$ cat src/rtl/hit_detector_if.sv
// Signal bundle between the VGA pixel pipeline and hit_detector.
// master drives per-pixel draw requests and frame timing; slave returns hit pulses and grace status.
interface hit_detector_if #(
    parameter int NUM_BUBBLES = 8
);
    logic                   startOfFrame;
    logic                   charEnable;
    logic                   charDR;
    logic [NUM_BUBBLES-1:0] bubbleDR;
    logic                   ropeDR;
    logic                   charHit;
    logic [NUM_BUBBLES-1:0] bubbleHit;
    logic                   ropeHit;
    logic                   inGrace;
    logic                   charVisible;

    modport master (
        output startOfFrame, charEnable, charDR, bubbleDR, ropeDR,
        input  charHit, bubbleHit, ropeHit, inGrace, charVisible
    );

    modport slave (
        input  startOfFrame, charEnable, charDR, bubbleDR, ropeDR,
        output charHit, bubbleHit, ropeHit, inGrace, charVisible
    );
endinterface

$ cat src/rtl/hit_detector.sv
// Frame-based character/bubble/rope collision detector with post-hit grace period.
// Optional grace blink of charVisible is built when GRACE_BLINK_EN is defined.
module hit_detector #(
    parameter int NUM_BUBBLES  = 8,
    parameter int GRACE_FRAMES = 60,
    parameter int BLINK_FRAMES = 4
) (
    input  logic          clk,
    input  logic          resetN,
    hit_detector_if.slave hd
);
    localparam int GW = $clog2(GRACE_FRAMES + 1);
    localparam logic [GW-1:0] GRACE_RELOAD = GW'(GRACE_FRAMES);

    if (NUM_BUBBLES < 1 || NUM_BUBBLES > 16 || GRACE_FRAMES < 1 || GRACE_FRAMES > 255 ||
        BLINK_FRAMES < 1 || BLINK_FRAMES > GRACE_FRAMES) begin : g_bad_params
        $error("hit_detector: parameter out of range");
    end

    logic                   char_acc_q, char_acc_d;
    logic [NUM_BUBBLES-1:0] bub_acc_q, bub_acc_d;
    logic                   char_hit_q, char_hit_d;
    logic                   rope_hit_q, rope_hit_d;
    logic [NUM_BUBBLES-1:0] bubble_hit_q, bubble_hit_d;
    logic [GW-1:0]          grace_q, grace_d;
    logic                   char_en_q, char_en_d;
    logic                   char_overlap;
    logic [NUM_BUBBLES-1:0] rope_overlap;

    always_comb begin
        char_overlap = hd.charDR & (|hd.bubbleDR);
        rope_overlap = hd.bubbleDR & {NUM_BUBBLES{hd.ropeDR}};
        char_en_d    = hd.charEnable;
        char_hit_d   = 1'b0;
        rope_hit_d   = 1'b0;
        bubble_hit_d = '0;
        if (hd.startOfFrame) begin
            char_hit_d   = char_acc_q & hd.charEnable & (grace_q == '0);
            rope_hit_d   = |bub_acc_q;
            // Isolate the lowest set bit: one pop per rope per frame.
            bubble_hit_d = bub_acc_q & (~bub_acc_q + NUM_BUBBLES'(1));
            // The boundary pixel already belongs to the new frame.
            char_acc_d   = hd.charEnable & char_overlap;
            bub_acc_d    = rope_overlap;
        end else begin
            char_acc_d   = hd.charEnable & (char_acc_q | char_overlap);
            bub_acc_d    = bub_acc_q | rope_overlap;
        end

        grace_d = grace_q;
        if (hd.startOfFrame && (grace_q != '0)) begin
            grace_d = grace_q - GW'(1);
        end
        if (char_hit_d || (hd.charEnable && !char_en_q)) begin
            grace_d = GRACE_RELOAD;
        end
    end

    always_ff @(posedge clk or negedge resetN) begin
        if (!resetN) begin
            char_acc_q   <= 1'b0;
            bub_acc_q    <= '0;
            char_hit_q   <= 1'b0;
            rope_hit_q   <= 1'b0;
            bubble_hit_q <= '0;
            grace_q      <= GRACE_RELOAD;
            char_en_q    <= 1'b0;
        end else begin
            char_acc_q   <= char_acc_d;
            bub_acc_q    <= bub_acc_d;
            char_hit_q   <= char_hit_d;
            rope_hit_q   <= rope_hit_d;
            bubble_hit_q <= bubble_hit_d;
            grace_q      <= grace_d;
            char_en_q    <= char_en_d;
        end
    end

    assign hd.charHit   = char_hit_q;
    assign hd.ropeHit   = rope_hit_q;
    assign hd.bubbleHit = bubble_hit_q;
    assign hd.inGrace   = (grace_q != '0);

`ifdef GRACE_BLINK_EN
    localparam int BW = $clog2(BLINK_FRAMES + 1);

    logic [BW-1:0] blink_cnt_q, blink_cnt_d;
    logic          vis_q, vis_d;

    always_comb begin
        blink_cnt_d = blink_cnt_q;
        vis_d       = vis_q;
        if (hd.startOfFrame && (grace_q != '0)) begin
            if (blink_cnt_q == BW'(BLINK_FRAMES - 1)) begin
                vis_d       = ~vis_q;
                blink_cnt_d = '0;
            end else begin
                blink_cnt_d = blink_cnt_q + BW'(1);
            end
        end
        if (grace_d == '0) begin
            vis_d       = 1'b1;
            blink_cnt_d = '0;
        end
    end

    always_ff @(posedge clk or negedge resetN) begin
        if (!resetN) begin
            blink_cnt_q <= '0;
            vis_q       <= 1'b1;
        end else begin
            blink_cnt_q <= blink_cnt_d;
            vis_q       <= vis_d;
        end
    end

    assign hd.charVisible = vis_q;
`else
    assign hd.charVisible = 1'b1;
`endif
endmodule

$ cat src/flat_wrapper.sv
// flat-port wrapper written by rule: the top's interface ports become plain ports
module hit_detector_flat 
#(
    parameter int NUM_BUBBLES  = 8,
    parameter int GRACE_FRAMES = 60,
    parameter int BLINK_FRAMES = 4
)
  (clk, resetN, hd_startOfFrame, hd_charEnable, hd_charDR, hd_bubbleDR, hd_ropeDR, hd_charHit, hd_bubbleHit, hd_ropeHit, hd_inGrace, hd_charVisible);
  hit_detector_if #(.NUM_BUBBLES(NUM_BUBBLES)) hd_i ();
  input  logic clk;
  input  logic resetN;
  input wire logic [$bits(hd_i.startOfFrame)-1:0] hd_startOfFrame;
  input wire logic [$bits(hd_i.charEnable)-1:0] hd_charEnable;
  input wire logic [$bits(hd_i.charDR)-1:0] hd_charDR;
  input wire logic [$bits(hd_i.bubbleDR)-1:0] hd_bubbleDR;
  input wire logic [$bits(hd_i.ropeDR)-1:0] hd_ropeDR;
  output wire logic [$bits(hd_i.charHit)-1:0] hd_charHit;
  output wire logic [$bits(hd_i.bubbleHit)-1:0] hd_bubbleHit;
  output wire logic [$bits(hd_i.ropeHit)-1:0] hd_ropeHit;
  output wire logic [$bits(hd_i.inGrace)-1:0] hd_inGrace;
  output wire logic [$bits(hd_i.charVisible)-1:0] hd_charVisible;
  assign hd_i.startOfFrame = hd_startOfFrame;
  assign hd_i.charEnable = hd_charEnable;
  assign hd_i.charDR = hd_charDR;
  assign hd_i.bubbleDR = hd_bubbleDR;
  assign hd_i.ropeDR = hd_ropeDR;
  assign hd_charHit = hd_i.charHit;
  assign hd_bubbleHit = hd_i.bubbleHit;
  assign hd_ropeHit = hd_i.ropeHit;
  assign hd_inGrace = hd_i.inGrace;
  assign hd_charVisible = hd_i.charVisible;
  hit_detector #(.NUM_BUBBLES(NUM_BUBBLES), .GRACE_FRAMES(GRACE_FRAMES), .BLINK_FRAMES(BLINK_FRAMES)) u_core (.clk(clk), .resetN(resetN), .hd(hd_i));
endmodule
$ cat config.mk
export PLATFORM = sky130hd
export DESIGN_NAME = hit_detector_flat
export DESIGN_NICKNAME = d
export VERILOG_FILES = /design/src/rtl/hit_detector_if.sv /design/src/rtl/hit_detector.sv /design/src/flat_wrapper.sv
export SDC_FILE = /design/constraint.sdc
export NUM_CORES = 1
export LEC_CHECK = 0
export ABC_AREA = 1
export CAP_MARGIN = 25
export CELL_PAD_IN_SITES_DETAIL_PLACEMENT = 0
export CELL_PAD_IN_SITES_GLOBAL_PLACEMENT = 1
export CORE_MARGIN = 2
export CORE_UTILIZATION = 36
export DETAILED_ROUTE_END_ITERATION = 12
export PLACE_DENSITY_LB_ADDON = 0.3
export SYNTH_ARGS = -nofsm -noshare
export SYNTH_HDL_FRONTEND = slang
export SYNTH_SLANG_ARGS = --single-unit
export TNS_END_PERCENT = 30
$ cat constraint.sdc
create_clock -name clk -period 1.6 [get_ports clk]
set_input_delay 0.48 -clock clk [delete_from_list [all_inputs] [get_ports clk]]
set_output_delay 0.48 -clock clk [all_outputs]
set_load 0.05 [all_outputs]
## Word level (Yosys, flattened, before mapping)

Index checks and enable logic that the tools add are counted.

| cells by class | value |
|---|---|
| add/subtract/negate cells | 2 |
| mux-type cells | 7 |
| bitwise operators | 10 |
| reductions and logical operators | 9 |

Operators with widths:

| operator | number |
|---|---|
| AND 8 bit | 2 |
| 2-to-1 mux 8 bit | 2 |
| OR reduction 8 bit | 2 |
| 2-to-1 mux 6 bit | 2 |
| adder 8 x 1 -> 8 bit, second input constant | 1 |
| NOT 8 bit | 1 |
| OR 8 bit | 1 |
| zero test 6 bit | 1 |
| nonzero test 6 bit | 1 |
| subtractor 6 x 1 -> 6 bit, second input constant | 1 |
| AND 1 bit | 5 |
| 2-to-1 mux 1 bit | 3 |
| logical AND 1 bit | 2 |
| nonzero test 2 bit | 1 |
| zero test 1 bit | 1 |
| logical OR 1 bit | 1 |
| OR 1 bit | 1 |

| word-level totals | value |
|---|---|
| flip-flop bits (word level) | 26 |
| input port bits | 14 |
| output and inout port bits | 12 |
| logic and storage cells | 35 |

## Depth between registers and ports, before layout

| depth | value |
|---|---|
| word-level depth | 5 |
| depth in mapped cells | 8 |
| depth with buffers taken out | 7 |

## Worst setup path before layout

OpenSTA, ideal clock, no wires.

| timing | value |
|---|---|
| path type | reg2out |
| from | register u_core.grace_q[0] |
| to | output hd_inGrace |
| arrival time | 0.887 ns |
| setup slack | 0.233 ns |
| cell stages (with the launch flop) | 5 |
| cell sequence | dfrtp_1 inv_1 ha_1 nand3_2 buf_6 |

| between the ends | value |
|---|---|
| cells in the longest elaborated chain, start to end | 1 |

Ends and longest elaborated chain:

| element | line | text |
|---|---|---|
| start, declared | hit_detector.sv:25 | `logic [GW-1:0] grace_q, grace_d;` |
| start signal, assigned | hit_detector.sv:74 | `grace_q <= grace_d;` |
| nonzero test 6 bit | hit_detector.sv:82 | `assign hd.inGrace = (grace_q != '0);` |
| end, declared | flat_wrapper.sv:20 | `output wire logic [$bits(hd_i.inGrace)-1:0] hd_inGrace;` |

Every way passes these cells.

## Worst setup path after layout

Ends and elaborated chain as after synthesis.

==> summary.txt <==
Outcome
  – Outcome: finished with violations
  – Failing checks: setup timing

Global route
  – Initial antenna violation count: 0
  – First-pass GRT wire length: 3910 µm
  – Vias in the first global route: 900
  – GRT Residual Overflow: 0
  – Pin count of the biggest net entering global routing: 27
  – All-Layer GR Usage: 14.6%

Yosys
  – Synth Instances: 131
  – Area leader, netlist: dfrtp_1
  – Top post-synthesis cells by area: dfrtp_1 47%, dfstp_2 9.0%, inv_1 7.1%
  – Cell variety after synth: 25
  – Top_reg_cell synth: dfrtp_1
  – Mapped cell area: 1170 µm²
  – FFs w/ async S/R, synth: 100%
  – EDFF count, synth: 0
  – Top cell type's share of synthesized area: 47.1%
  – Syn_area_per_cell: 8.93 µm²
  – Seq cells post-synth: 26
  – Register area share after synthesis: 56.0%
  – Yosys warnings: 0
  – Syn Nets: 146

Pwr
  – Cell Pwr Density: 839 nW/µm²
  – Final total power: 1.42 mW
  – VDD IR max: 0.378 mV
  – Leakage power: 0.800 nW

Critical path
  – Number of stages on the worst setup path: 4
  – Crit. End Element: output pin
  – Critical path peak fanout: 3
  – CP max stage cell: dfrtp_1
  – Crit start category: flop
  – Critical Path AT: 1210 ps
  – Critical Path RT: 1120 ps
  – Buffers & Inverters on Critical Path: 2
  – Largest stage delay, worst path: 410 ps
  – Setup CP Type: flop to output pin
  – R2R cell count: 8
  – Crit-path cells: inv_2, ha_4, nand3_4, buf_12
  – Cell family with most CP delay: flip-flops

STA
  – Fmax: 592 MHz
  – # setup viols final: 1
  – Fin crit period: 1690 ps
  – RSZ-0062 raised after global routing: true
  – Max-slew violation count: 0
  – Final WS setup: -89.8 ps
  – Tcrit/Tclk final: 106%
  – Final Hold Viols: 0
  – Clock Skew: 9.26 ps

Job
  – Max_cap viols: 0

Clock tree
  – H-tree Lvls: 1
  – Clock latency on the worst-skew pair: 310 ps
  – Clock Tree Buf Depth: 2
  – TritonCTS buffer count: 3
  – CTS tree: yes
  – Worst-path clk slew: 140 ps
  – Root buf cell: clkbuf_4
  – Cts hold-fix bufs: 0
  – Clock sinks: 26

Layout
  – Antenna cells: 0
  – Register area: 656 µm²
  – Area delta synth->final: 44.2%
  – Area occupied by multi-input gates: 427 µm²
  – # fillers: 285
  – Utilization after layout: 54.8%
  – Fin nets: 180
  – Layout cells sized above 1: 23.8%
  – Final instance area: 1690 µm²

Place
  – DP HPWL: 1790 µm
  – Cell Area, Placed: 1590 µm²
  – Final GP Congestion: 0.869
  – DP Worst Slack: 34.2 ps
  – IO buf count: 24

Route
  – Via count: 941
  – Initial DRC Count: 15
  – ANT nets after route: 0
  – Total routed wirelength: 2370 µm
  – WL per Instance: 11.4 µm
  – Drt first pass iters: 5
  – Vias/cell: 4.52
  – DRC: 0

Die
  – DIE HEIGHT: 61.0 µm
  – Num ports: 26
  – Initial Utilization: 38.0%
  – Die ar.: 3720 µm²
  – # rows: 20
  – Core area: 3080 µm²
  – Die extent in x: 61.0 µm

Hold path
  – Hold path depth: 1
  – HP Class: flop to flop
-- routing by layer --
layer  GRT usage (%)  share of wire [%]  vias to the layer above
met4            5.59               0.63                        0
met1            16.7                 43                      438
met5               0                  0                        -
met2            26.6                 53                       17
li1                -                  -                      484
met3            2.77                3.2                        2
-- state kept, by name, summed over array words and instances, names as in the netlist --
signal / count
u_core.bub_acc_q: 8
u_core.hd.bubbleHit: 8
u_core.hd.ropeHit: 1
u_core.hd.charHit: 1
u_core.char_en_q: 1
u_core.char_acc_q: 1
u_core.grace_q: 6
-- power breakdown --
group,switching (mW),leakage (nW),internal (mW),total [mW]
clock,0.178,0.0210,0.139,0.317
sequential,0.0541,0.324,0.723,0.777
combinational,0.169,0.455,0.153,0.322
total,0.401,0.800,1.01,1.42
-- layout by cell type, fill, tap and decap left out --
master and n:
o22ai_1 1, ha_4 1, o21ai_0 9, dfstp_2 4, conb_1 1, nor3_1 4
nand3_1 10, inv_1 20, clkbuf_8 1, inv_2 2, nor2_2 1, nand3_4 1
clkbuf_4 3, a41oi_1 1, nand3_2 1, nand2_2 1, nand2_1 19, nor2_1 17
a21oi_1 1, clkdlybuf4s50_1 13, nor2_4 1, buf_4 8, dfrtp_1 22, nand2_4 1
a21oi_2 1, nand4_1 5, buf_12 12, o21bai_2 1, nor4_1 1, nand3b_1 1
-- per-stage QoR --
| step | hold WS [ps] | TNS [ps] | std cells |
|---|---|---|---|
| after floorplan | 184 | 0 | 131 |
| after global placement | 449 | 0 | 199 |
| after detailed placement | 444 | 0 | 199 |
| after CTS | 462 | -95.0 | 206 |
| after global routing | 493 | -170 | 208 |
| final | 460 | -89.8 | 208 |
-- cell families after synthesis --
logic type      share of synthesized area [%]
compound gates                           7.27
simple gates                             25.7
flops                                    56.0
buf+inv                                  9.62
other cells                             0.321
fa+ha+maj                                1.07
-- synth_stat cells, types with 2 or more instances --
master / count
dfstp_2: 4
buf_4: 2
inv_1: 22
nand3_1: 10
nor3_1: 4
nand3_2: 2
nor2_2: 2
nand2_1: 19
o21ai_0: 9
dfrtp_1: 22
nor2_1: 17
nand4_1: 5
-- cell type report --
class,instances,share of cell area (%)
Inverter,22,4.90
Timing Repair Buffer,33,25.5
Clock buffer,4,2.15
Tap cell,44,3.26
Sequential cell,26,38.9
Multi-Input combinational cell,79,25.3
-- final timing paths --
check | startpoint | endpoint | slack [ps]
worst min-delay path | u_core.bub_acc_q[3]$_DFF_PN0_ | u_core.hd.bubbleHit[4]$_DFF_PN0_ | 460
worst min register to register | u_core.bub_acc_q[3]$_DFF_PN0_ | u_core.hd.bubbleHit[4]$_DFF_PN0_ | 460
max in group asynchronous | resetN | u_core.grace_q[5]$_DFFE_PN1P_ | 860
min in group asynchronous | resetN | u_core.bub_acc_q[5]$_DFF_PN0_ | 510
worst max register to register | u_core.grace_q[0]$_DFFE_PN0P_ | u_core.grace_q[4]$_DFFE_PN1P_ | 170
worst max-delay path | u_core.grace_q[0]$_DFFE_PN0P_ | hd_inGrace | -90
-- what timing repair did --
action	in CTS	in global routing
pin swaps	1	0
setup endpoints to repair	1	1
cloned	0	0
gates resized for setup	5	1
endpoints found under the hold margin	0	0
buffers inserted	3	2
Power figures use the tool's default switching activity.
